==> src/rtl/lsu_pkg.sv <==
// Shared types and helpers for the load-store unit: access sizes, bus FSM states,
// store-buffer entries, the Wishbone master bundle and the byte-lane helpers.
package lsu_pkg;

  typedef enum logic [1:0] {
    BYTE = 2'b00,
    HALF = 2'b01,
    WORD = 2'b10
  } size_e;

  typedef enum logic [1:0] {
    IDLE  = 2'b00,
    LOAD  = 2'b01,
    STORE = 2'b10
  } lsu_state_e;

  typedef struct packed {
    logic [29:0] addr;
    logic [31:0] data;
    logic [3:0]  sel;
  } sb_entry_t;

  localparam int TAG_W = 4;

  typedef struct packed {
    logic             cyc;
    logic             stb;
    logic             we;
    logic [31:0]      adr;
    logic [31:0]      dat;
    logic [3:0]       sel;
    logic [TAG_W-1:0] tgd;
    logic [TAG_W-1:0] tga;
    logic [TAG_W-1:0] tgc;
    logic             lock;
  } wb_master_bus_t;

  // Size 11 has no legal encoding, so it is folded into the misaligned case.
  function automatic logic is_misaligned(input logic [1:0] off, input logic [1:0] size);
    logic bad;
    case (size)
      BYTE:    bad = 1'b0;
      HALF:    bad = off[0];
      WORD:    bad = (off != 2'b00);
      default: bad = 1'b1;
    endcase
    return bad;
  endfunction

  function automatic logic [3:0] gen_sel(input logic [1:0] off, input logic [1:0] size);
    logic [3:0] sel;
    case (size)
      BYTE:    sel = 4'b0001 << off;
      HALF:    sel = off[1] ? 4'b1100 : 4'b0011;
      WORD:    sel = 4'b1111;
      default: sel = 4'b0000;
    endcase
    return sel;
  endfunction

  function automatic logic [31:0] align_store(input logic [31:0] data, input logic [1:0] off);
    return data << {off, 3'b000};
  endfunction

  function automatic logic [31:0] extract_load(input logic [31:0] word, input logic [1:0] off,
                                               input logic [1:0] size, input logic uns);
    logic [31:0] shifted;
    logic [31:0] result;
    shifted = word >> {off, 3'b000};
    case (size)
      BYTE:    result = uns ? {24'b0, shifted[7:0]} : {{24{shifted[7]}}, shifted[7:0]};
      HALF:    result = uns ? {16'b0, shifted[15:0]} : {{16{shifted[15]}}, shifted[15:0]};
      default: result = shifted;
    endcase
    return result;
  endfunction

endpackage

==> src/rtl/store_buffer.sv <==
// Circular FIFO of posted stores with a combinational word-address probe used to
// detect loads that would otherwise bypass an older store to the same word.
module store_buffer
  import lsu_pkg::*;
#(
  parameter int DEPTH = 4
) (
  input  logic        clk,
  input  logic        rstn_i,
  input  logic        push,
  input  logic        pop,
  input  sb_entry_t   entry,
  input  logic [29:0] probe,
  output logic        full,
  output logic        empty,
  output sb_entry_t   head,
  output logic        hit_o
);

  localparam int PTR_W = $clog2(DEPTH);
  localparam int CNT_W = PTR_W + 1;

  sb_entry_t          mem [DEPTH];
  logic [DEPTH-1:0]   valid;
  logic [PTR_W-1:0]   wr_ptr;
  logic [PTR_W-1:0]   rd_ptr;
  logic [CNT_W-1:0]   count;

  // When full, push and pop share a slot; the head is read out before the edge overwrites it.
  always_ff @(posedge clk) begin
    if (!rstn_i) begin
      wr_ptr <= '0;
      rd_ptr <= '0;
      count  <= '0;
      valid  <= '0;
    end else begin
      if (pop) begin
        rd_ptr        <= rd_ptr + 1'b1;
        valid[rd_ptr] <= 1'b0;
      end
      if (push) begin
        wr_ptr        <= wr_ptr + 1'b1;
        valid[wr_ptr] <= 1'b1;
      end
      case ({push, pop})
        2'b10:   count <= count + 1'b1;
        2'b01:   count <= count - 1'b1;
        default: count <= count;
      endcase
    end
  end

  always_ff @(posedge clk) begin
    if (push) begin
      mem[wr_ptr] <= entry;
    end
  end

  assign full  = (count == CNT_W'(DEPTH));
  assign empty = (count == '0);
  assign head  = mem[rd_ptr];

  always_comb begin
    hit_o = 1'b0;
    for (int i = 0; i < DEPTH; i++) begin
      if (valid[i] && (mem[i].addr == probe)) begin
        hit_o = 1'b1;
      end
    end
  end

endmodule

==> src/rtl/lsu_sb.sv <==
// Load-store unit with a posted store buffer in front of one Wishbone master port.
// Stores retire on entry to the buffer; loads bypass it unless a word address matches.
module lsu_sb
  import lsu_pkg::*;
#(
  parameter int SB_DEPTH = 4
) (
  input  logic           clk,
  input  logic           rstn_i,
  input  logic           read_i,
  input  logic           write_i,
  input  logic           fence_i,
  input  logic [31:0]    addr_i,
  input  logic [31:0]    data_i,
  input  logic [1:0]     size_i,
  input  logic           unsigned_i,
  output logic [31:0]    data_o,
  output logic           valid_o,
  output logic           misaligned_o,
  output logic           err_o,
  output logic           store_err_o,
  output wb_master_bus_t wb_bus,
  input  logic [31:0]    wb_dat_i,
  input  logic           wb_ack_i,
  input  logic           wb_err_i,
  input  logic           wb_rty_i
);

  lsu_state_e state;
  lsu_state_e next_state;
  lsu_state_e retry_q;

  logic       req_read;
  logic       req_write;
  logic       req_fence;
  logic       misaligned;
  logic       bad_req;
  logic [3:0] sel;
  logic       load_go;
  logic       push;
  logic       pop;
  logic       full;
  logic       empty;
  logic       hit;
  logic       load_done;
  sb_entry_t  new_entry;
  sb_entry_t  head;

  always_comb begin
    req_read   = read_i;
    req_write  = write_i & ~read_i;
    req_fence  = fence_i & ~read_i & ~write_i;
    misaligned = is_misaligned(addr_i[1:0], size_i);
    bad_req    = misaligned & (req_read | req_write);
    sel        = gen_sel(addr_i[1:0], size_i);
    load_go    = req_read & ~misaligned & ~hit;
  end

  // A full buffer still accepts a store in the cycle its head drains.
  assign pop       = (state == STORE) & (wb_ack_i | wb_err_i);
  assign push      = req_write & ~misaligned & (~full | pop);
  assign new_entry = '{addr: addr_i[31:2], data: align_store(data_i, addr_i[1:0]), sel: sel};

  store_buffer #(
    .DEPTH(SB_DEPTH)
  ) u_sb (
    .clk   (clk),
    .rstn_i(rstn_i),
    .push  (push),
    .pop   (pop),
    .entry (new_entry),
    .probe (addr_i[31:2]),
    .full  (full),
    .empty (empty),
    .head  (head),
    .hit_o (hit)
  );

  // retry_q remembers which access a rty interrupted so IDLE can reissue it unchanged.
  always_ff @(posedge clk) begin
    if (!rstn_i) begin
      state   <= IDLE;
      retry_q <= IDLE;
    end else begin
      state <= next_state;
      if ((state != IDLE) && wb_rty_i && !wb_ack_i && !wb_err_i) begin
        retry_q <= state;
      end else if (state == IDLE) begin
        retry_q <= IDLE;
      end
    end
  end

  always_comb begin
    next_state = state;
    case (state)
      IDLE: begin
        if ((retry_q == STORE) && !empty) begin
          next_state = STORE;
        end else if (load_go) begin
          next_state = LOAD;
        end else if (!empty) begin
          next_state = STORE;
        end
      end
      LOAD, STORE: begin
        if (wb_ack_i || wb_err_i || wb_rty_i) begin
          next_state = IDLE;
        end
      end
      default: next_state = IDLE;
    endcase
  end

  always_comb begin
    wb_bus       = '0;
    data_o       = '0;
    err_o        = 1'b0;
    store_err_o  = 1'b0;
    load_done    = 1'b0;
    case (state)
      LOAD: begin
        wb_bus.cyc = 1'b1;
        wb_bus.stb = 1'b1;
        wb_bus.adr = {addr_i[31:2], 2'b00};
        wb_bus.sel = sel;
        if (wb_err_i) begin
          load_done = 1'b1;
          err_o     = 1'b1;
        end else if (wb_ack_i) begin
          load_done = 1'b1;
          data_o    = extract_load(wb_dat_i, addr_i[1:0], size_i, unsigned_i);
        end
      end
      STORE: begin
        wb_bus.cyc  = 1'b1;
        wb_bus.stb  = 1'b1;
        wb_bus.we   = 1'b1;
        wb_bus.adr  = {head.addr, 2'b00};
        wb_bus.dat  = head.data;
        wb_bus.sel  = head.sel;
        store_err_o = wb_err_i;
      end
      default: ;
    endcase
    misaligned_o = bad_req;
    valid_o      = bad_req | push | load_done | (req_fence & empty & (state == IDLE));
  end

endmodule

==> config.mk <==
export PLATFORM = sky130hd
export DESIGN_NAME = lsu_sb
export DESIGN_NICKNAME = d
export VERILOG_FILES = /design/src/rtl/lsu_pkg.sv /design/src/rtl/store_buffer.sv /design/src/rtl/lsu_sb.sv
export SDC_FILE = /design/constraint.sdc
export NUM_CORES = 1
export LEC_CHECK = 0
export CAP_MARGIN = 0
export CORE_UTILIZATION = 49
export DETAILED_ROUTE_END_ITERATION = 10
export PLACE_DENSITY = 0.77
export SLEW_MARGIN = 20
export SYNTH_ARGS = -nofsm -noshare
export SYNTH_HDL_FRONTEND = slang
export SYNTH_HIERARCHICAL = 1
export SYNTH_SLANG_ARGS = --single-unit
==> constraint.sdc <==
create_clock -name clk -period 4 [get_ports clk]
set_clock_uncertainty 0.05 [all_clocks]
set_input_delay 0.4 -clock clk [delete_from_list [all_inputs] [get_ports clk]]
set_output_delay 0.4 -clock clk [all_outputs]
set_load 0.03 [all_outputs]
==> summary.txt, run 1 <==
Power
  • Max IR drop VDD: about 0.29 mV
  • Switching part of the total: a little under a quarter
  • Total power: 7.05 mW
  • Power Dens Cells: between 400 and 500 mW/mm^2
  • Switching power: between 1.5 and 2 mW
  • Sequential power share: a little under half
  • Logic pwr share: between 10% and 20%
  • Clock power share: between 30% and 40%
  • Leakage Power: between 5 and 6 nW
  • Pint: approximately 5.4 mW

Floorplanning
  • # rows: 61
  • Die ar.: 0.0294 mm^2
  • Die height: approximately 170 um
  • Initial Utilization: 50.3%
  • Core area: 0.0280 mm^2
  • IO Count: between 200 and 250
  • Die width: approximately 170 um

Synthesis
  • Post-Synth Simple-Gate Area: 9.37%
  • Synth Area in Compound Gates: around 5.9%
  • Multiplexer share of the synthesized area: approximately an eighth
  • Main flop type after synthesis: edfxtp_1
  • Synthesized flop and latch total: around 280
  • Mapped Area: about 0.014 mm^2
  • Sequential-to-total area share from yosys stat: about three fifths
  • Ys async rst share: 0%
  • Post-synthesis cell type count: 50
  • Syn Area/Cell: roughly 15 um^2
  • Synth Area in XOR/XNOR: between 7 and 8%
  • Number of synthesized flops with an enable pin: about 260
  • Ys Warns: 6
  • Syn Inst Count: between 900 and 1000
  • Main combinational cell family by area after synthesis: multiplexers
  • Post-synthesis adder-cell area fraction: about 1.2%

GRT
  • Grt total ovfl: 0
  • Initial antenna violation count: 0
  • Largest net degree at the start of global routing: between 60 and 70
  • First-pass GRT wire length: about 52000 um
  • All-Layer GR Usage: between 20% and 30%
  • Vias in the first global route: just under 9000

Drt
  • First-pass iteration count of the detailed router: 5
  • Wire per inst: 21.7 um
  • DR WL met2: about 17000 um
  • Highest metal layer with signal wires: met4
  • Post-detailed-route count of antenna-violating nets: 0
  • Via density: roughly 5.6
  • Metal-1 WL: 14000 um
  • Routed wl met3: between 2000 and 2500 um
  • Via count: 8824
  • DRC Markers: 0
  • Starting DRT DRC Count: between 600 and 700
  • Detailed Route WL: between 30000 and 40000 um

Finish
  • Multi-input gate area: between 0.005 and 0.006 mm^2
  • Fillers: around 2100
  • Final Net Count: ~1300
  • FF/Latch Area: between 0.008 and 0.009 mm^2
  • N_diodes: 0
  • Synth-to-Final Area Change: 23.7%
  • Final core utilization: 62.2%
  • Layout cells sized above 1: 13.7%
  • Final Cell Area: about 0.017 mm^2
  • Layout Cells excl Fill: 1562

Timing
  • F_max: 0.294 GHz
  • RSZ-0062 raised after global routing: no
  • Fin. Hold Viols: 0
  • Worst hold slack: between 300 and 400 ps
  • Final Slew Violations: 0
  • Tcrit/Tclk final: 85.1%
  • Final min period: between 3000 and 4000 ps
  • Post-route setup TNS: 0 ps
  • # setup viols final: 0
  • Slew headroom: approximately 48%
  • Least-Margin Pin Slew: just under 800 ps
  • Final setup margin: between 500 and 600 ps

Setup path
  • Worst Setup End Kind: output pin
  • CP max FO: 68
  • Critical Path RT: approximately 3600 ps
  • CP peak stage delay: 680 ps
  • CP Class: reg -> out
  • Worst Path Arrival: around 3000 ps
  • Slowest cell on crit path: clkdlybuf4s50_1
  • CP Cell Sequence: ha_2, buf_4, a22oi_1, nor2b_1, clkdlybuf4s50_1
  • CP Launch Type: flop

CTS
  • CTS tree: yes
  • Setup bufs post-CTS: 0
  • CTS Hold Bufs: 0
  • Worst-case clock buffer depth: 3
  • CTS H-tree lvls: 1
  • Post-CTS Resized: 0
  • CTS root buf: clkbuf_16
  • Clock Sink Count: around 280
  • Clock Latency Late Sink: between 500 and 600 ps
  • Cts bufs inserted: 28
  • Clk pin slew, worst setup/hold paths: roughly 60 ps

Min path
  • Hold Path Class: reg -> reg

Placed design
  • Area after DPL: 0.0165 mm^2
  • Placed Cells: approximately 1500
  • Buffers on Ports: about 210
  • DP HPWL: approximately 23000 um
  • Global placer's final weighted congestion: between 0.8 and 0.9
  • DP Worst Slack: about 730 ps

Run
  • Max_cap viols: 0

Run status
  • Outcome: finished clean
## per-layer routing
metal  vias to the layer above  global-route usage (%)
li1                       4032                       -
met1                      4425                    32.0
met3                        32                    4.21
met4                         0                    4.77
met5                         -                       0
met2                       335                    39.3
## kinds of logic (layout without fill, tap and decap cells)
family / count (synthesis) / after routing
buffers and inverters: 95 / 298
other: 1 / 15
flip-flops: 281 / 281
adder cells (fa/ha/maj): 13 / 13
multiplexers: 104 / 104
AO/OA/AOI/OAI: 117 / 117
AND/OR/NAND/NOR: 232 / 232
XOR/XNOR: 124 / 124
## power groups by stage
stage | registers [mW] | logic, mW | clock network [mW]
4_1_cts | 3.31 | 1.01 | 2.77
6_report | 3.30 | 1.01 | 2.73
5_1_grt | 3.31 | 1.08 | 2.89
2_1_floorplan | 3.35 | 0.652 | 0
3_5_place_dp | 3.37 | 1.01 | 0
3_3_place_gp | 3.37 | 0.997 | 0
## synth_stat cells, types with 2 or more instances
library cell	instances	area, um^2
clkbuf_1	19	71.3
o21ai_0	20	100
dfxtp_1	17	340
buf_1	3	11.3
nand4_1	27	169
buf_2	28	140
o21a_1	6	45.0
nand2b_1	3	18.8
a22oi_1	32	240
buf_6	7	78.8
inv_1	12	45.0
a211oi_1	29	218
nand3b_1	3	22.5
and2_1	52	325
nor2b_1	54	338
nor3_1	4	20.0
mux2i_1	37	370
nor2_1	30	113
nand2_1	32	120
a21oi_1	10	50.1
xor2_1	47	412
buf_4	22	165
a21boi_0	6	45.0
nor4_1	16	100
ha_1	12	150
xnor2_1	77	674
or2_1	2	12.5
a32oi_1	2	17.5
or3_1	3	18.8
o21ai_2	2	17.5
mux4_2	67	1510
edfxtp_1	264	7930
o211ai_1	2	15.0
clkbuf_2	4	20.0
## worst max-delay path: cells and delay by family (launching register included)
family | cells | cell delay [ps]
adders and majority gates | 1 | 230
DFF | 1 | 410
buffers and inverters | 2 | 1300
AOI/OAI and AO/OA | 1 | 290
and+or+nand+nor | 1 | 160
## flip-flops by register name, summed over array words and instances (netlist names), named ones only
| register | count |
|---|---|
| u_sb/count | 3 |
| state | 2 |
| u_sb/wr_ptr | 2 |
| u_sb/valid | 4 |
| retry_q | 2 |
| u_sb/rd_ptr | 2 |
| u_sb/mem | 264 |
## worst paths after layout
| check | startpoint | end | slack [ps] | cells after the start |
|---|---|---|---|---|
| max reg2reg | state[1] | u_sb/mem[0][21] | 1200 | 7 |
| min reg2reg | retry_q[0] | retry_q[0] | 400 | 2 |
| max | state[1] | wb_bus[74] | 600 | 5 |
| min | retry_q[0] | retry_q[0] | 400 | 2 |
## cell usage in the layout, fill, tap and decap left out, types with 12 or more instances in the layout
master / Yosys / final
nor4_1: 16 / 16
dfxtp_1: 17 / 15
nor2_1: 30 / 30
clkdlybuf4s50_1: 0 / 193
inv_1: 12 / 12
nor2b_1: 54 / 54
clkbuf_16: 0 / 29
o21ai_0: 20 / 20
conb_1: 1 / 15
xor2_1: 47 / 47
a211oi_1: 29 / 29
xnor2_1: 77 / 77
edfxtp_1: 264 / 264
nand2_1: 32 / 32
nand4_1: 27 / 27
a22oi_1: 32 / 32
mux2i_1: 37 / 37
buf_4: 22 / 33
mux4_2: 67 / 67
and2_1: 52 / 48
## cell type report
type / instances / share of cell area [%]
clock buffer: 34 / 4.27
clock inverter: 18 / 1.27
inverter: 12 / 0.258
multi-input combinational: 605 / 30.7
sequential: 281 / 47.5
tap: 378 / 2.71
timing repair buffer: 234 / 13.3
No activity file was read; power rests on OpenSTA's default activity.
==> run 2, diff against run 1 <==
--- a/config.mk
+++ b/config.mk
@@ -8,7 +8,7 @@
 export CAP_MARGIN = 0
 export CORE_UTILIZATION = 49
 export DETAILED_ROUTE_END_ITERATION = 10
-export PLACE_DENSITY = 0.77
+export PLACE_DENSITY = 0.84
 export SLEW_MARGIN = 20
 export SYNTH_ARGS = -nofsm -noshare
 export SYNTH_HDL_FRONTEND = slang
==> run 2 against run 1 <==
Net effect:
- clock-buffer cell count stayed put
- core utilization shrank 0.11 points
- setup slack worse by 150 ps
- maximum frequency fell by 4.3%
- cell count grew 0.19%
- highest routed layer unchanged
- register-to-register slack gained 30 ps
==> summary.txt, run 2 (synthesis results as in run 1) <==
Run status
  • Outcome: finished clean

GRT
  • Grt total ovfl: 0
  • Vias in the first global route: 9260
  • First-pass GRT wire length: 54600 um
  • Initial antenna violation count: 0
  • All-Layer GR Usage: between 20% and 30%
  • Largest net degree at the start of global routing: 69

Placed design
  • DP HPWL: between 20000 and 25000 um
  • Global placer's final weighted congestion: between 0.9 and 1
  • Buffers on Ports: 211
  • DP Worst Slack: around 730 ps

Min path
  • Hold Path Class: reg -> reg

Timing
  • Slew headroom: 49.7%
  • RSZ-0062 raised after global routing: no
  • Post-route setup TNS: 0 ps
  • Tcrit/Tclk final: roughly nine tenths
  • F_max: 0.281 GHz
  • Least-Margin Pin Slew: approximately 750 ps
  • Final min period: ~3600 ps
  • Final setup margin: 444 ps
  • # setup viols final: 0
  • Final Slew Violations: 0
  • Fin. Hold Viols: 0

CTS
  • Cts bufs inserted: 28
  • CTS H-tree lvls: 1
  • Clock Sink Count: between 200 and 300
  • Clock Latency Late Sink: approximately 530 ps
  • CTS Hold Bufs: 0
  • Post-CTS Resized: 0
  • Clk pin slew, worst setup/hold paths: ~60 ps
  • CTS tree: yes
  • Worst-case clock buffer depth: 3
  • CTS root buf: clkbuf_16
  • Setup bufs post-CTS: 0

Run
  • Max_cap viols: 0

Setup path
  • CP Cell Sequence: buf_12, buf_4, mux4_2, and2_1, clkdlybuf4s50_1
  • Slowest cell on crit path: dfxtp_4
  • CP Launch Type: flop
  • CP peak stage delay: 620 ps
  • Worst Path Arrival: 3110 ps
  • CP top delay family: buffers and inverters
  • Critical Path RT: around 3600 ps
  • Worst Setup End Kind: output pin
  • CP Class: reg -> out
  • Buf+Inv Stages, Crit Path: 3
  • CP max FO: 28

Power
  • Power Dens Cells: a little over 400 mW/mm^2
  • Max IR drop VDD: ~0.30 mV
  • Leakage Power: around 5.6 nW
  • Total power: 7.00 mW

Drt
  • Starting DRT DRC Count: between 900 and 1000
  • First-pass iteration count of the detailed router: 5
  • Via count: just over 9000
  • Via density: 5.87
  • Post-detailed-route count of antenna-violating nets: 0
  • Wire per inst: approximately 23 um
  • Detailed Route WL: 36100 um
  • DRC Markers: 0

Finish
  • Biggest register: u_sb/mem
  • Synth-to-Final Area Change: 23.5%
  • Commonest cells after routing, fill and taps aside: edfxtp_1 (264), clkdlybuf4s50_1 (187), xnor2_1 (77), mux4_2 (67), nor2b_1 (54)
  • N_diodes: 0
  • Layout cells sized above 1: around 14%
  • Final Net Count: around 1300
  • Commonest non-fill, non-tap cell in the layout: edfxtp_1
  • Max reg flops: ~260
  • Top Registers: u_sb/mem: 264 flops, u_sb/valid: 4 flops, u_sb/count: 3 flops

Floorplanning
  • # rows: just over 60
  • Die width: about 170 um
  • Core area: ~0.028 mm^2
  • IO Count: about 230
  • Initial Utilization: 50.3%
  • Die height: about 170 um
  • Die ar.: slightly below 0.03 mm^2
==> run 2: worst paths after layout <==
check / start / endpoint / slack (ps) / depth (start not counted)
setup / recovery: flop / wb_bus[31] / 440 / 5
hold / removal: retry_q[0] / retry_q[0] / 420 / 2
setup reg to reg: state[1] / state[1] / 1230 / 7
hold reg to reg: retry_q[0] / retry_q[0] / 420 / 2
==> run 2: final cells by class <==
type	count	area, um^2
multi-input combinational	605	5350
clock inverter	18	196
fill	2046	10600
tap	378	473
timing repair buffer	237	2320
sequential	281	8270
inverter	12	45.0
clock buffer	34	744
==> run 2: through the flow <==
step	area (um^2)	hold WS (ps)	std cells	util (%)
finish	17400	424	1565	62.1
global route	17400	448	1565	62.1
CTS	17400	420	1565	62.1
detailed placement	16500	410	1513	58.8
global placement	16500	388	1513	58.8
floorplan	14100	379	981	-
==> run 2: power breakdown <==
part / switching [mW] / internal (mW)
sequential: 0.0347 / 3.27
combinational: 0.579 / 0.455
clock: 1.08 / 1.58
total: 1.69 / 5.31
==> run 2: metal layers <==
layer  track usage, %  wire length (um)
met1             31.8             14000
met4             6.56               864
met3             4.62              3030
met5                0                 0
met2             43.6             18200
==> run 2: worst min-delay path: stages (launching register included) <==
cell and delay, ps:
dfxtp_1 310, nand2_1 60, a21oi_1 60
